**config.mk**
```make
export PLATFORM = sky130hd
export DESIGN_NAME = pps_conditioner
export DESIGN_NICKNAME = d
export VERILOG_FILES = /design/src/rtl/pps_conditioner.sv
export SDC_FILE = /design/constraint.sdc
export NUM_CORES = 1
export LEC_CHECK = 0
export CAP_MARGIN = 10
export CELL_PAD_IN_SITES_DETAIL_PLACEMENT = 1
export CELL_PAD_IN_SITES_GLOBAL_PLACEMENT = 1
export CORE_UTILIZATION = 37
export CTS_BUF_LIST = sky130_fd_sc_hd__clkbuf_8
export CTS_CLUSTER_DIAMETER = 40
export DETAILED_ROUTE_END_ITERATION = 10
export GPL_ROUTABILITY_DRIVEN = 0
export PLACE_DENSITY_LB_ADDON = 0.25
export SLEW_MARGIN = 10
export SYNTH_ARGS = -nofsm -noshare
export SYNTH_HDL_FRONTEND = slang
export SYNTH_SLANG_ARGS = --single-unit
```
**constraint.sdc**
```tcl
create_clock -name clk_i -period 3 [get_ports clk_i]
set_input_delay 0.6 -clock clk_i [delete_from_list [all_inputs] [get_ports clk_i]]
set_output_delay 0.6 -clock clk_i [all_outputs]
set_load 0.1 [all_outputs]
```
**src/rtl/pps_conditioner.sv**
```systemverilog
// pps_conditioner: synchronises and edge-detects PPS, enforces holdoff, measures period
// and flywheels synthetic pulses when the external reference disappears.
module pps_conditioner #(
    parameter int SYNC_STAGES = 2,
    parameter int CNT_WIDTH   = 28,
    parameter int HOLDOFF     = 32768,
    parameter int TOLERANCE   = 1024,
    parameter int POLARITY    = 1
) (
    input  logic                 clk_i,
    input  logic                 rst_i,
    input  logic                 pps_i,
    input  logic                 mode_i,
    input  logic [CNT_WIDTH-1:0] nominal_period_i,
    output logic                 pps_o,
    output logic                 pps_ext_o,
    output logic [CNT_WIDTH-1:0] period_o,
    output logic                 period_update_o,
    output logic [1:0]           state_o,
    output logic [7:0]           missed_o
);
    typedef enum logic [1:0] {IDLE = 2'd0, LOCKED = 2'd1, FLYWHEEL = 2'd2} state_t;
    state_t                 state;
    logic [SYNC_STAGES-1:0] sync;
    logic                   hist;
    logic [CNT_WIDTH-1:0]   cnt;
    logic                   pps_pol;
    logic                   accept;
    logic                   timeout;
    logic                   synth;
    logic [CNT_WIDTH:0]     limit;
    logic [7:0]             missed_inc;
    // Inverting before the chain lets a single rising-edge detector serve both polarities.
    assign pps_pol    = (POLARITY != 0) ? pps_i : ~pps_i;
    assign limit      = {1'b0, nominal_period_i} + (CNT_WIDTH+1)'(TOLERANCE);
    assign accept     = sync[SYNC_STAGES-1] && !hist && (cnt >= CNT_WIDTH'(HOLDOFF) || state == IDLE);
    assign timeout    = state == LOCKED && {1'b0, cnt} == limit;
    assign synth      = state == FLYWHEEL && cnt == nominal_period_i;
    assign missed_inc = missed_o + {7'd0, missed_o != 8'hFF};
    assign state_o    = state;
    always_ff @(posedge clk_i) begin
        if (rst_i) begin
            sync            <= '0;
            hist            <= 1'b0;
            cnt             <= '0;
            state           <= IDLE;
            pps_o           <= 1'b0;
            pps_ext_o       <= 1'b0;
            period_o        <= '0;
            period_update_o <= 1'b0;
            missed_o        <= 8'd0;
        end else begin
            sync            <= {sync[SYNC_STAGES-2:0], pps_pol};
            hist            <= sync[SYNC_STAGES-1];
            pps_o           <= 1'b0;
            pps_ext_o       <= 1'b0;
            period_update_o <= 1'b0;
            cnt             <= (&cnt) ? cnt : cnt + 1'b1;
            // External edge outranks timeout and synthetic pulses in the same cycle.
            if (accept) begin
                pps_o     <= 1'b1;
                pps_ext_o <= 1'b1;
                cnt       <= CNT_WIDTH'(1);
                state     <= LOCKED;
                if (state == LOCKED) begin
                    period_o        <= cnt;
                    period_update_o <= 1'b1;
                end
            end else if (timeout) begin
                missed_o <= missed_inc;
                if (mode_i) begin
                    pps_o <= 1'b1;
                    cnt   <= CNT_WIDTH'(1);
                    state <= FLYWHEEL;
                end else begin
                    state <= IDLE;
                end
            end else if (state == FLYWHEEL && !mode_i) begin
                state <= IDLE;
            end else if (synth) begin
                pps_o    <= 1'b1;
                cnt      <= CNT_WIDTH'(1);
                missed_o <= missed_inc;
            end
        end
    end
endmodule

```
Word-level counts from Yosys, hierarchy flattened
Index checks and enable logic that the tools add are counted.
- register bits after elaboration: 72
- latch bits: 0
- bits in writable memories: 0
- memory bits (read-only): 0
- memories kept: 0
- add/subtract/negate cells: 3
- multiply operators: 0
- div/mod/pow operators: 0
- order comparisons: 1
- equality and inequality tests: 6
- shift-type cells: 0
- mux-type cells: 20
- bitwise logic cells: 1
- reduce and logical (&&, ||, !) cells: 17
- operators by type and width (kind ; number):
    28-bit 2-to-1 mux ; 5
    28-bit by 11-bit adder with 29-bit output (second input constant) ; 1
    28-bit by 29-bit == test with 1-bit output ; 1
    28-bit by 1-bit adder with 28-bit output (second input constant) ; 1
    28-bit == test ; 1
    28-bit by 16-bit >= comparator with 1-bit output (second input constant) ; 1
    28-bit AND reduction ; 1
    8-bit 2-to-1 mux ; 3
    1-bit 2-to-1 mux ; 9
    8-bit by 1-bit adder with 8-bit output ; 1
    8-bit != test (second input constant) ; 1
    2-bit 2-to-1 mux ; 3
    1-bit logical AND ; 5
    2-bit nonzero test ; 2
    2-bit OR reduction ; 2
    3-bit AND reduction ; 1
    3-bit nonzero test ; 1
    2-bit by 1-bit == test with 1-bit output (second input constant) ; 1
    2-bit == test (second input constant) ; 1
    1-bit logical NOT ; 2
    2-bit logical NOT ; 1
    2-bit != test (second input constant) ; 1
    2-bit AND reduction ; 1
    1-bit logical OR ; 1
    1-bit NOT ; 1

Depth between registers and ports, before layout
- word-level depth: 6
- depth in mapped cells: 10
- mapped depth without buffers: 9

Worst setup path after synthesis
Ideal clock, no wire load.
- path type: register to register
- from: register state[1], in the netlist state_o[1]
- to: register missed_o[6]
- library setup time: 0.123 ns
- data arrival time: 2.959 ns
- slack: -0.083 ns
- stages on the path, launching flop included: 9
- path buffers: 1
- period minus slack after synthesis: 3.083 ns
- cells stage by stage: dfxtp_1 -> nand3b_1 -> or4_1 -> or4_4 -> nor3_2 -> a41o_1 -> buf_6 -> nand4_1 -> mux2_1
- cells in the longest elaborated chain, start to end: 5
- elaborated cells between the ends (all ways): 13
- ends and longest elaborated chain (what ; RTL line ; source):
    start, declared ; 23 ; state_t state;
    start signal, assigned ; 46 ; state <= IDLE;
    start signal, assigned ; 64 ; state <= LOCKED;
    start signal, assigned ; 74 ; state <= FLYWHEEL;
    branches (longest 5 deep; another with 3-bit AND reduction) ; -- ;
    end signal, assigned ; 70 ; missed_o <= missed_inc;
    end signal, assigned ; 83 ; missed_o <= missed_inc;
    end, declared ; 20 ; output logic [7:0] missed_o
Parallel ways; which one is timed is not known.
A chain may end at the register's enable or synchronous reset.

Worst setup path after layout
- from: input nominal_period_i[2]
- to: register missed_o[4]
- cells in the longest elaborated chain, start to end: 5
- elaborated cells between the ends (all ways): 9
- ends and longest elaborated chain (what ; RTL line ; source):
    start, declared ; 14 ; input logic [CNT_WIDTH-1:0] nominal_period_i,
    28-bit by 11-bit adder with 29-bit output ; 35 ; assign limit = {1'b0, nominal_period_i} + (CNT_WIDTH+1)'(TOLERANCE);
    28-bit by 29-bit == test with 1-bit output ; 37 ; assign timeout = state == LOCKED && {1'b0, cnt} == limit;
    1-bit logical AND ; 37 ;
    2-bit != test (no source line) / 2-bit nonzero test (equally long branches) ; -- ;
    3-bit AND reduction (no source line) ; -- ;
Several ways; a longest one is shown, not always the timed one.

==> reports/summary.txt <==
status = finished clean
Slowest cell on crit path = or4_4
clock buffer count from CTS = 9
CP required = 3.25 ns
num rows = 37
initial antenna violation count = 0
post-synthesis sequential area ratio = 36.1%
post-layout minimum cycle time = 2.93 ns
hold path start = sync[0]
antenna cells = 0
FF-to-FF setup slack = 0.19 ns
Routed Antenna Nets = 0
Total GRT Usage = 22.0%
clk root buf = clkbuf_8
Final setup viols = 0
DRT iter0 DRCs = 128
post-synth top area cell = dfxtp_1
first-pass GRT wire length = 19.3 mm
DIE AREA = 0.0112 sq mm
GRT Residual Overflow = 0
number of synthesized register bits = 72
P_leak = 0.00237 uW
critical path, cell by cell = dlygate4sd2_1, xor2_1, nor4_2, buf_4, nand4_1, or4_4, nor3_2, a41o_2, nand4_1, mux2_4
ys async rst share = 0%
first drt pass iteration count = 4
cell mode on critical path = nand4_1
area grow syn2layout = 33.1%
CTS tree = built
final hold viol count = 0
crit path DAT = 3.18 ns
register clock-pin slew on the reported worst setup and hold paths = 0.08 ns
Tcrit/Tclk final = 97.6%
Pint = 1530 uW
DR vias/cell = 5.19
Hold Path Class = flop to flop
Mapped Cells = 464
maximum operating frequency = 342 MHz
CP startpoint = nominal_period_i[2]
clk sinks = 72
GR peak layer = met2
Finished Cell Area = 0.00531 sq mm
Worst slew margin = 64.1%
pwr dens = 383 mW/mm^2
peak supply drop = 0.247 mV
RSZ-0062 raised after global routing = true
Starting Density = 38.5%
actual slew at the worst max-slew pin = 0.539 ns
Ys Warns = 0
Worst Skew = 0.0136 ns
count of different cell masters after synthesis = 51
Routed wire per std cell = 16.4 um
clk_lat worst skew = 0.36 ns
Startpoint Class = input port
GR met1 Demand/Resource = 27.1%
GRT met3 Usage = 4.27%
setup_tns = 0 ns
# port buffers = 72
Post-CTS Hold Buffers = 0
Setup crit end kind = flop
synth top area cells = dfxtp_1 36%, nor2_1 7.8%, mux2i_1 7.8%, xnor2_1 6.8%, xor2_1 4.8%
kind of critical path = input port to flop
Max stage delay on crit path = 0.61 ns
die height = 106 um
Clock Path Buffers = 2
switching power = 505 uW
syn_nets = 501
I/O Pins = 73
core area = 0.0104 sq mm
Post-DP HPWL = 8.97 mm
Reg-to-Reg End = missed_o[4]
top cell type's share of synthesized area = 36.1%
final net count = 614
die width = 106 um
Register-to-Register Path Depth = 9
Cell Area, Synth = 0.00399 sq mm
pin count of the biggest net entering global routing = 28
final wirelength = 11.8 mm
Vias = 3730
Post-synth EDFFs = 0
setup ws final = 0.0727 ns
Hold Slack = 0.452 ns
cell area after placement = 0.00507 sq mm
dominant synthesized flop cell = dfxtp_1
Switching Fraction = 24.8%
vias in the first global route = 3905
part of the power in the clock network = 41.4%
sequential share of power = 47.6%
fin. max-slew vios = 0
Critical Path Fanout Max = 6
M2 GR Usage = 38.8%
Gate power share = 11.0%
Remaining DRCs = 0
hold-critical path depth = 1
max_cap viols = 0
H-tree depth = 3
Worst Hold End = sync[1]
pre-CTS setup slack = -0.528 ns
post-layout util = 51.2%
layout cells sized above 1 = 23.7%
beginning of the worst register-to-register path = cnt[1]
syn_area_per_cell = 8.59 sq um
[logic make-up after synthesis]
logic type	after synthesis	share of synthesized area, %
simple gates	212	27.6
mux	35	8.91
xor+xnor	57	13.6
flops	72	36.1
fa+ha+maj	5	1.57
compound gates	42	7.03
buf+inv	41	5.21
[cell usage after synthesis, types with 5 or more instances]
library cell / count
a21oi_1: 13
and3_1: 11
and4_1: 7
buf_2: 10
clkbuf_1: 15
dfxtp_1: 72
ha_1: 5
inv_1: 9
mux2i_1: 31
nand2_1: 22
nand2b_1: 5
nand3_1: 21
nand4_1: 15
nor2_1: 83
nor2b_1: 10
nor3_1: 8
nor4_1: 7
o21ai_0: 7
xnor2_1: 31
xor2_1: 22
[worst max-delay path, delay by kind of cell]
kind            cells  cell delay, ns
mux                 1            0.32
xor+xnor            1            0.15
compound gates      1            0.19
buf+inv             2            0.42
simple gates        5            1.50
[power groups by stage]
stage	Sequential (uW)	Combinational (uW)	Clock (uW)
floorplan	1000	95.4	0
detailed placement	991	222	0
global route	969	241	899
CTS	968	222	859
global placement	991	215	0
finish	968	223	843
[stage by stage]
stage | power, uW | instances
6_report | 2030 | 718
3_3_place_gp | 1210 | 701
2_1_floorplan | 1100 | 464
4_1_cts | 2050 | 718
3_5_place_dp | 1210 | 701
5_1_grt | 2110 | 718
[routing by layer]
metal | up-vias | share of wire [%] | wire, um
met5 | - | 0 | 0
met4 | 0 | 1.0 | 121
met3 | 11 | 3.3 | 390
met2 | 64 | 50 | 5910
met1 | 1831 | 46 | 5370
li1 | 1824 | - | -
[sequential cells by signal, indices dropped and copies added (netlist names)]
signal / cells
cnt: 28
hist: 1
missed_o: 8
period_o: 28
period_update_o: 1
pps_ext_o: 1
pps_o: 1
state_o: 2
sync: 2
[worst max path at each step]
stage | end | slack [ns]
finish | missed_o[4] | 0.07
global route | missed_o[4] | -0.007
CTS | missed_o[4] | 0.05
detailed placement | missed_o[4] | -0.53
global placement | missed_o[4] | -0.44
floorplan | missed_o[6] | 0.06
[what timing repair did]
action	in CTS	in global routing
resized for setup	20	4
pin swaps	11	2
setup endpoints to repair	35	35
hold endpoints to repair	0	0
setup buffers	1	0
[cell type report]
class,instances,area (sq um)
Multi-Input combinational cell,351,2370
Fill cell,1262,5060
Clock inverter,7,88.8
Clock buffer,9,124
Inverter,9,33.8
Timing Repair Buffer,134,1070
Sequential cell,72,1440
Tap cell,136,170
[layout by cell type (no fill, tap or decap), types with 4 or more instances in the layout]
master / n
clkbuf_8: 9
nor3_1: 8
dlygate4sd2_1: 13
dfxtp_1: 71
nand2_1: 22
a211oi_1: 4
nand4_1: 15
ha_1: 5
xnor2_1: 31
nand3_1: 20
buf_4: 102
xor2_1: 22
and3_1: 11
mux2i_1: 31
a21oi_1: 13
inv_1: 11
nor2_1: 83
nor2b_1: 10
clkdlybuf4s50_1: 17
and4_1: 7
o21ai_0: 6
nor4_1: 6
nand2b_1: 5
and2_1: 4
Power figures use the tool's default switching activity.
